## src/rtl/mem_access_unit.sv

```systemverilog
// MEM-stage load/store unit: byte-lane stores, sign/zero-extended loads,
// req/ack SRAM handshake with timeout, UART MMIO decode and write-back mux.
module mem_access_unit #(
  parameter int          BUS_AW         = 30,
  parameter logic [31:0] UART_DATA_ADDR = 32'hBFD003F8,
  parameter logic [31:0] UART_STAT_ADDR = 32'hBFD003FC,
  parameter int          TIMEOUT        = 255,
  parameter int          TMO_W          = 8
) (
  input  logic              clk,
  input  logic              rst,
  input  logic              req_valid,
  input  logic              mem_read,
  input  logic              mem_write,
  input  logic              mem_to_reg,
  input  logic              lui_sig,
  input  logic [1:0]        mem_size,
  input  logic              mem_unsigned,
  input  logic [31:0]       alu_result,
  input  logic [31:0]       din,
  input  logic [15:0]       imme,
  output logic [31:0]       dout,
  output logic              stall,
  output logic              addr_err,
  output logic              bus_err,
  output logic              bus_req,
  output logic              bus_we,
  output logic [BUS_AW-1:0] bus_addr,
  output logic [3:0]        bus_be,
  output logic [31:0]       bus_wdata,
  input  logic [31:0]       bus_rdata,
  input  logic              bus_ack,
  output logic [7:0]        uart_wdata,
  output logic              uart_write_ce,
  input  logic [7:0]        uart_rdata,
  output logic              clean_recv_flag,
  input  logic              recv_flag,
  input  logic              send_flag
);

  typedef enum logic [1:0] {IDLE, WAIT, DONE, UART_TX} state_t;

  state_t              state_q, state_d;
  logic [BUS_AW-1:0]   addr_q, addr_d;
  logic [3:0]          be_q, be_d;
  logic                we_q, we_d;
  logic [31:0]         wdata_q, wdata_d;
  logic [1:0]          lo_q, lo_d;
  logic [1:0]          size_q, size_d;
  logic                uns_q, uns_d;
  logic [TMO_W-1:0]    cnt_q, cnt_d;
  logic [31:0]         data_q, data_d;
  logic                tmo_q, tmo_d;
  logic [7:0]          tx_q, tx_d;

  logic                op, is_wr, is_half, is_word, misaligned, hit_data, hit_stat;
  logic [31:0]         ld_data;

  // Lane-select a load and extend it to 32 bits.
  function automatic logic [31:0] fmt_load(input logic [31:0] rd, input logic [1:0] lo,
                                           input logic [1:0] sz, input logic uns);
    logic [31:0] lane;
    lane = rd >> {lo, 3'b000};
    case (sz)
      2'b00:   fmt_load = uns ? {24'h0, lane[7:0]}  : {{24{lane[7]}}, lane[7:0]};
      2'b01:   fmt_load = uns ? {16'h0, lane[15:0]} : {{16{lane[15]}}, lane[15:0]};
      default: fmt_load = lane;
    endcase
  endfunction

  function automatic logic [3:0] byte_en(input logic [1:0] sz, input logic [1:0] lo);
    case (sz)
      2'b00:   byte_en = 4'b0001 << lo;
      2'b01:   byte_en = 4'b0011 << {lo[1], 1'b0};
      default: byte_en = 4'hF;
    endcase
  endfunction

  function automatic logic [31:0] lane_wdata(input logic [1:0] sz, input logic [31:0] d);
    case (sz)
      2'b00:   lane_wdata = {4{d[7:0]}};
      2'b01:   lane_wdata = {2{d[15:0]}};
      default: lane_wdata = d;
    endcase
  endfunction

  assign op         = req_valid & (mem_read | mem_write);
  assign is_wr      = mem_write;
  assign is_half    = (mem_size == 2'b01);
  assign is_word    = mem_size[1];
  assign misaligned = (is_half & alu_result[0]) | (is_word & (alu_result[1:0] != 2'b00));
  // MMIO decode ignores the top segment bits so kseg/useg aliases hit the same register.
  assign hit_data   = (alu_result[28:2] == UART_DATA_ADDR[28:2]);
  assign hit_stat   = (alu_result[28:2] == UART_STAT_ADDR[28:2]);

  assign bus_addr   = addr_q;
  assign bus_be     = be_q;
  assign bus_wdata  = wdata_q;
  assign bus_we     = we_q & (state_q == WAIT);

  // State and captured-transaction registers.
  always_ff @(posedge clk or negedge rst) begin
    if (!rst) begin
      state_q <= IDLE;
      addr_q  <= '0;
      be_q    <= '0;
      we_q    <= 1'b0;
      wdata_q <= '0;
      lo_q    <= '0;
      size_q  <= '0;
      uns_q   <= 1'b0;
      cnt_q   <= '0;
      data_q  <= '0;
      tmo_q   <= 1'b0;
      tx_q    <= '0;
    end else begin
      state_q <= state_d;
      addr_q  <= addr_d;
      be_q    <= be_d;
      we_q    <= we_d;
      wdata_q <= wdata_d;
      lo_q    <= lo_d;
      size_q  <= size_d;
      uns_q   <= uns_d;
      cnt_q   <= cnt_d;
      data_q  <= data_d;
      tmo_q   <= tmo_d;
      tx_q    <= tx_d;
    end
  end

  // Next-state, handshake, MMIO strobes and write-back mux; all outputs held at 0 while in reset.
  always_comb begin
    state_d         = state_q;
    addr_d          = addr_q;
    be_d            = be_q;
    we_d            = we_q;
    wdata_d         = wdata_q;
    lo_d            = lo_q;
    size_d          = size_q;
    uns_d           = uns_q;
    cnt_d           = cnt_q;
    data_d          = data_q;
    tmo_d           = tmo_q;
    tx_d            = tx_q;
    stall           = 1'b0;
    addr_err        = 1'b0;
    bus_err         = 1'b0;
    bus_req         = 1'b0;
    uart_write_ce   = 1'b0;
    uart_wdata      = 8'h0;
    clean_recv_flag = 1'b0;
    ld_data         = 32'h0;
    dout            = 32'h0;
    if (rst) begin
      case (state_q)
        IDLE: begin
          if (op) begin
            if (misaligned) begin
              addr_err = 1'b1;
            end else if (hit_data && is_wr) begin
              if (send_flag) begin
                uart_write_ce = 1'b1;
                uart_wdata    = din[7:0];
              end else begin
                stall   = 1'b1;
                tx_d    = din[7:0];
                state_d = UART_TX;
              end
            end else if (hit_data) begin
              ld_data         = {24'h0, uart_rdata};
              clean_recv_flag = 1'b1;
            end else if (hit_stat) begin
              if (!is_wr) ld_data = {30'h0, recv_flag, send_flag};
            end else begin
              stall   = 1'b1;
              addr_d  = BUS_AW'(alu_result[28:2]);
              be_d    = byte_en(mem_size, alu_result[1:0]);
              we_d    = is_wr;
              wdata_d = is_wr ? lane_wdata(mem_size, din) : 32'h0;
              lo_d    = alu_result[1:0];
              size_d  = mem_size;
              uns_d   = mem_unsigned;
              cnt_d   = '0;
              tmo_d   = 1'b0;
              data_d  = 32'h0;
              state_d = WAIT;
            end
          end
        end
        WAIT: begin
          bus_req = 1'b1;
          stall   = 1'b1;
          cnt_d   = cnt_q + 1'b1;
          if (bus_ack) begin
            data_d  = we_q ? 32'h0 : fmt_load(bus_rdata, lo_q, size_q, uns_q);
            state_d = DONE;
          end else if (cnt_q == TMO_W'(TIMEOUT - 1)) begin
            tmo_d   = 1'b1;
            data_d  = 32'h0;
            state_d = DONE;
          end
        end
        DONE: begin
          bus_err = tmo_q;
          ld_data = data_q;
          tmo_d   = 1'b0;
          state_d = IDLE;
        end
        UART_TX: begin
          stall = 1'b1;
          if (send_flag) begin
            stall         = 1'b0;
            uart_write_ce = 1'b1;
            uart_wdata    = tx_q;
            state_d       = IDLE;
          end
        end
        default: state_d = IDLE;
      endcase
      if (lui_sig)         dout = {imme, 16'h0};
      else if (mem_to_reg) dout = ld_data;
      else                 dout = alu_result;
    end
  end

endmodule

```

## config.mk

```make
export PLATFORM = sky130hd
export DESIGN_NAME = mem_access_unit
export DESIGN_NICKNAME = d
export VERILOG_FILES = /design/src/rtl/mem_access_unit.sv
export SDC_FILE = /design/constraint.sdc
export NUM_CORES = 1
export LEC_CHECK = 0
export ABC_AREA = 1
export BUFFER_PORTS_ARGS = -buffer_cell sky130_fd_sc_hd__buf_2
export CORE_UTILIZATION = 32
export DETAILED_ROUTE_END_ITERATION = 16
export GPL_ROUTABILITY_DRIVEN = 0
export GPL_TIMING_DRIVEN = 0
export HOLD_SLACK_MARGIN = 0.06
export PLACE_DENSITY = 0.58
export SLEW_MARGIN = 20
export SYNTH_ARGS = -nofsm -noshare
export SYNTH_HDL_FRONTEND = slang
export SYNTH_SLANG_ARGS = --single-unit
```

## constraint.sdc

```tcl
create_clock -name clk -period 3.3 [get_ports clk]
set_input_delay 0.99 -clock clk [delete_from_list [all_inputs] [get_ports clk]]
set_output_delay 0.99 -clock clk [all_outputs]
set_load 0.05 [all_outputs]
```

==> results by group, run 1 <==
Run status
  – Outcome: complete, but fails checks
  – Failing checks: setup timing

Global route
  – Vias in the first global route: between 8000 and 9000
  – Initial antenna violation count: 1
  – Global Route Usage Sum: 0.242
  – Global route total overflow: 0
  – Maximum number of pins on one net before global-route repair: 37
  – First-pass GRT wire length: 44600 µm

Timing
  – Fmax: 300 MHz
  – Relative slew slack: 0.641
  – Minimum clock period: 3.34 ns
  – Fin. Hold Viols: 0
  – Slew Limit Fails: 0
  – # setup viols final: 9
  – Total negative slack: -0.188 ns
  – Final period util: 1.01
  – Least-Margin Pin Slew: 0.538 ns
  – Slack of the critical path: -0.0354 ns
  – Worst Skew: between 0.008 and 0.009 ns
  – RSZ-0062 raised after global routing: yes

Job
  – Number of max-cap violations: 0

Route
  – Vias: 8494
  – Number of remaining DRC errors: 0
  – Via density: a little under 5
  – Initial DRC Count: between 400 and 500
  – Post-route ant nets: 0
  – Wire per inst: 17.0 µm
  – WL final: between 20000 and 30000 µm
  – Drt pass-1 iters: 5

Clock network
  – Clk_lat worst skew: between 0.4 and 0.5 ns
  – Htree depth: 4
  – CTS buffer count: 17
  – CTS Hold Buffers Added: 0
  – CTS tree: built
  – Root buffer cell: clkbuf_16
  – CTS Sinks: 120
  – Clock Pin Slew Worst Setup and Hold Paths: approximately 0.05 ns
  – CTS Buffer Depth: 2

Final layout
  – Commonest cells after routing, fill and taps aside: nand2_1 (402), buf_2 (203), dfrtp_1 (120)
  – Core Util, Final: 0.488
  – Cell Count, Final, Fillers Out: 1732
  – Synth-to-layout area growth: 47.9%
  – Share of cells above drive strength 1: 0.358
  – Nets: between 1500 and 2000
  – Commonest non-fill, non-tap cell in the layout: nand2_1

Floorplanning
  – Core box area: 22800 µm²
  – Row cnt: 55
  – Starting Density: 0.330
  – Die width: about 160 µm
  – Die area: around 24000 µm²
  – Die height: between 150 and 200 µm
  – I/O pin count: 246

Power
  – Total power: 9.04 mW
  – Leakage: 5.81 nW
  – Power per cell area: 810 nW/µm²
  – VDD IR max: 0.299 mV

Setup path
  – Reg2reg end: data_q[14]
  – Critical Path Source Type: input pin
  – CP required: 2.31 ns
  – Category of the most critical setup path: in -> out
  – Worst EP arrival: 2.35 ns
  – Worst r2r src: state_q[1]
  – Worst reg2reg path depth: 8
  – Worst-path fanout max: 5
  – Register-to-register path setup slack: about 1.2 ns
  – Critical path capture point type: output pin

Synthesis
  – Synth Register Bits: 120
  – Synth Warn #: 0
  – Post-Synthesis Cells: 1095
  – Avg Inst Size Synth: between 6 and 7 µm²
  – Post-synth top area cell: dfrtp_1
  – Synth Area in Compound Gates: 0.131
  – Seq/Total Area, Yosys: 0.398
  – Synth area leaders: dfrtp_1 (40%), nand2_1 (21%), a21oi_1 (6.2%), nor2_1 (4.4%), nand3_1 (3.4%)
  – Top cell type's share of synthesized area: 0.398
  – Mux cell area share after synthesis: 0
  – Xor and xnor area share after synthesis: 0.00697
  – Synth Area in Simple Gates: 0.359
  – Syn Std Cell Area: roughly 7500 µm²
  – Yosys cell types: 40
  – Largest family of logic cells by synthesized area: simple AND/OR/NAND/NOR gates
  – Adder-cell share of the synthesized area: 0.0116

Worst hold path
  – Hold Crit Class: in -> async

Place
  – Detail Placement HPWL: 21700 µm
  – Port Buffers: 239
  – Number of placed instances, taps included: 1650
worst max path at each step:
stage | cells past startpoint | end | slack [ns] | start
floorplan | 5 | dout[10] | -0.22 | lui_sig
global placement | 5 | dout[12] | -2.70 | rst
detailed placement | 6 | dout[12] | -0.64 | rst
CTS | 11 | uart_wdata[0] | -0.05 | alu_result[17]
global route | 10 | uart_wdata[0] | -0.13 | alu_result[5]
finish | 11 | uart_wdata[0] | -0.04 | alu_result[17]
cells in the mapped netlist, drive strengths merged:
library cell and instances:
nand2 431, dfrtp 120, nor2 100, a21oi 95, o21ai 76, inv 71, nand3 59, buf 45
nand4 39, clkbuf 20, ha 7, o211ai 7, o22ai 6, xor2 4, clkinv 3, a211oi 2
nor4 2, or2 2, xnor2 2, conb 1, nor3 1, o221ai 1, o31ai 1
per-layer routing:
layer | up-vias | track usage | part of all wire
li1 | 4170 | - | -
met1 | 3937 | 0.305 | 0.43
met2 | 323 | 0.407 | 0.48
met3 | 64 | 0.0383 | 0.059
met4 | 0 | 0.110 | 0.035
met5 | - | 0 | 0
where the power goes:
| part | internal [mW] | switching (mW) | total, mW |
|---|---|---|---|
| clock | 1.41 | 0.692 | 2.10 |
| combinational | 1.23 | 3.31 | 4.54 |
| sequential | 2.06 | 0.341 | 2.40 |
| total | 4.70 | 4.35 | 9.04 |
cell families after synthesis:
kind of cell,count (synthesis)
buffers and inverters,139
other,1
XOR/XNOR,6
AO/OA/AOI/OAI,188
adder cells (fa/ha/maj),7
AND/OR/NAND/NOR,634
flip-flops,120
flip-flops by register name (all words and copies together), names as in the netlist, 4 cells and up:
register and flops:
data_q 32, bus_addr 27, bus_be 4, tx_q 8, bus_wdata 32, cnt_q 8
timing repair:
action	CTS	global route
gates resized for setup	139	71
endpoints found under the setup margin	44	44
gates cloned	6	1
pin swaps	26	33
setup buffers	38	9
hold endpoints to repair	0	0
cell type report:
| class | count | area (µm²) |
|---|---|---|
| Fill cell | 2334 | 11700 |
| Multi-Input combinational cell | 841 | 4390 |
| Sequential cell | 120 | 3000 |
| Timing Repair Buffer | 289 | 1960 |
| Clock buffer | 22 | 484 |
| Buffer | 63 | 443 |
| Tap cell | 313 | 392 |
| Inverter | 74 | 312 |
| Clock inverter | 8 | 168 |
| Timing Repair inverter | 1 | 7.51 |
| Antenna cell | 1 | 2.50 |
per-stage QoR:
stage | instance area [µm²] | hold slack, ns | setup WS, ns
after global routing | 11200 | 0.405 | -0.134
after detailed placement | 9380 | 0.460 | -0.643
after global placement | 9340 | 0.456 | -2.70
after floorplan | 7750 | 0.442 | -0.217
final | 11200 | 0.413 | -0.0354
after CTS | 10800 | 0.391 | -0.0498
critical path, stage by stage:
cell        delay, ns
buf_8            0.10
nor2_4           0.14
nand2_2          0.08
inv_2            0.07
nand2_4          0.05
nor2_4           0.15
nand3_4          0.16
clkinvlp_4       0.17
nand3_2          0.10
a21oi_4          0.14
buf_6            0.18
(Power assumes the default switching activity.)
==> inputs of run 2 (changes only) <==
CTS_BUF_LIST = sky130_fd_sc_hd__clkbuf_4 sky130_fd_sc_hd__clkbuf_8   (was unset)
==> results by group, run 2 (synthesis results as in run 1) <==
Run status
  – Outcome: complete, but fails checks
  – Failing checks: setup timing

Clock network
  – CTS buffer count: 17 (unchanged)
  – CTS tree: built
  – CTS Buffer Depth: 2 (unchanged)
  – Clock Pin Slew Worst Setup and Hold Paths: 0.08 ns (+0.03 ns)
  – Root buffer cell: clkbuf_8
  – Clk_lat worst skew: 0.46 ns (+0.04 ns)
  – CTS Sinks: 120 (unchanged)
  – Htree depth: 4 (unchanged)

Setup path
  – Critical path capture point type: output pin
  – Critical Path Source Type: input pin
  – Category of the most critical setup path: in -> out
  – Register-to-register path setup slack: 1.23 ns (+0.04 ns)
  – Worst-path fanout max: 8 (+3)
  – Worst EP arrival: 2.36 ns (about the same)
  – CP required: 2.31 ns (about the same)
  – Reg2reg end: data_q[15]
  – Worst r2r src: state_q[1]
  – Worst reg2reg path depth: 8 (unchanged)

Global route
  – Vias in the first global route: 8189 (-0.15%)
  – First-pass GRT wire length: 44700 µm (+0.31%)
  – Maximum number of pins on one net before global-route repair: 37 (unchanged)
  – Initial antenna violation count: 1 (unchanged)
  – Global Route Usage Sum: 0.244 (+0.00184)
  – Global route total overflow: 0 (unchanged)

Route
  – Post-route ant nets: 0 (unchanged)
  – Number of remaining DRC errors: 0 (unchanged)
  – Via density: 4.95 (+0.85%)
  – WL final: 29800 µm (+1.1%)
  – Vias: 8571 (+0.91%)
  – Initial DRC Count: 482 (+3.7%)
  – Drt pass-1 iters: 6 (+1)
  – Wire per inst: 17.2 µm (+1.0%)

Timing
  – Relative slew slack: 0.640 (-0.000871)
  – Final period util: 1.01 (+0.00344)
  – Least-Margin Pin Slew: 0.540 ns (+0.00131 ns)
  – Worst Skew: 0.0140 ns (+0.00556 ns)
  – Minimum clock period: 3.35 ns (+0.0114 ns)
  – Final Hold Slack: 0.363 ns (-0.0502 ns)
  – Slew Limit Fails: 0 (unchanged)
  – Total negative slack: -0.292 ns (-0.105 ns)
  – RSZ-0062 raised after global routing: yes
  – Fmax: 299 MHz (-0.34%)
  – # setup viols final: 12 (+3)
  – Fin. Hold Viols: 0 (unchanged)
  – Slack of the critical path: -0.0468 ns (-0.0114 ns)

Place
  – Place WS: -0.643 ns (unchanged)
  – Detail Placement HPWL: 21700 µm (unchanged)
  – Port Buffers: 239 (unchanged)
  – Placed Area: 9380 µm² (unchanged)

Power
  – Power per cell area: 783 nW/µm² (-3.5%)
  – Leakage: 5.71 nW (-1.7%)
  – VDD IR max: 0.297 mV (-0.44%)
  – Total power: 8.57 mW (-5.3%)

Floorplanning
  – Die height: 156 µm (unchanged)
  – Starting Density: 0.330 (unchanged)
  – I/O pin count: 246 (unchanged)
  – Row cnt: 55 (unchanged)
  – Core box area: 22800 µm² (unchanged)
  – Die width: 156 µm (unchanged)
  – Die area: 24200 µm² (unchanged)

Final layout
  – Share of cells above drive strength 1: 0.357 (-0.000957)
  – Commonest non-fill, non-tap cell in the layout: nand2_1
  – Final Instance Area: 10900 µm² (-1.9%)
  – Synth-to-layout area growth: 45.1%
  – Nets: 1548 (+0.065%)
  – Commonest cells after routing, fill and taps aside: nand2_1 (405), buf_2 (206), dfrtp_1 (120)

Worst hold path
  – Hold Crit Class: in -> async

Job
  – Number of max-cap violations: 0 (unchanged)
==> run 2: changes by cell type in the layout (fill, tap and decap cells not counted), moves of 2 or more <==
| cell | delta |
|---|---|
| clkbuf_16 | -17 |
| clkbuf_8 | +17 |
| buf_2 | +3 |
| nand2_1 | +3 |
| inv_2 | +2 |
| inv_4 | -2 |
| nand2_2 | -2 |
==> run 2: worst max path at each step <==
stage                   startpoint            end  slack, ns  depth (start not counted)
floorplan                  lui_sig       dout[10]      -0.22                          5
global placement               rst       dout[12]      -2.70                          5
detailed placement             rst       dout[12]      -0.64                          6
CTS                 alu_result[17]  uart_wdata[0]      -0.05                         11
global route        alu_result[22]  uart_wdata[0]      -0.12                         10
finish                 mem_size[1]  uart_wdata[2]      -0.05                         10
==> run 2: report_power, final <==
group          leakage [nW]  internal, mW  switching, mW
Sequential             1.58          2.06          0.341
Combinational          3.89          1.24           3.33
Clock                 0.234         0.978          0.630
Total                  5.71          4.27           4.30
==> run 2: layout make-up <==
class                           instances  area [µm²]
Fill cell                            2364       11900
Timing Repair inverter                  1        7.51
Antenna cell                            1        2.50
Clock inverter                          8         168
Buffer                                 63         440
Inverter                               74         307
Multi-Input combinational cell        841        4380
Sequential cell                       120        3000
Clock buffer                           22         297
Tap cell                              313         392
Timing Repair Buffer                  290        1950
==> run 2: metal layers <==
layer	up-vias	track usage	part of all wire
met5	-	0	0
met3	69	0.0378	0.064
li1	4179	-	-
met1	3960	0.308	0.42
met2	363	0.409	0.48
met4	0	0.112	0.035
==> run 2: repair_timing <==
action | CTS | global route
pin swaps | 24 | 36
hold buffers | 0 | 0
setup buffers | 39 | 9
endpoints found under the hold margin | 0 | 0
setup endpoints to repair | 44 | 44
resized for setup | 133 | 68
cloned | 6 | 1
==> run 2: through the flow <==
stage	instances	util
2_1_floorplan	1097	-
3_3_place_gp	1649	0.409
3_5_place_dp	1650	0.410
4_1_cts	1723	0.466
5_1_grt	1733	0.479
6_report	1733	0.479
==> run 2: worst max-delay path, cell delays in order <==
cell and delay (ns):
buf_12 0.13, nand2_8 0.07, nand2_4 0.05, nand2_4 0.08, nand3_4 0.13, buf_12 0.17, nor2_4 0.24, nand3_2 0.13
a21oi_4 0.16, buf_6 0.18
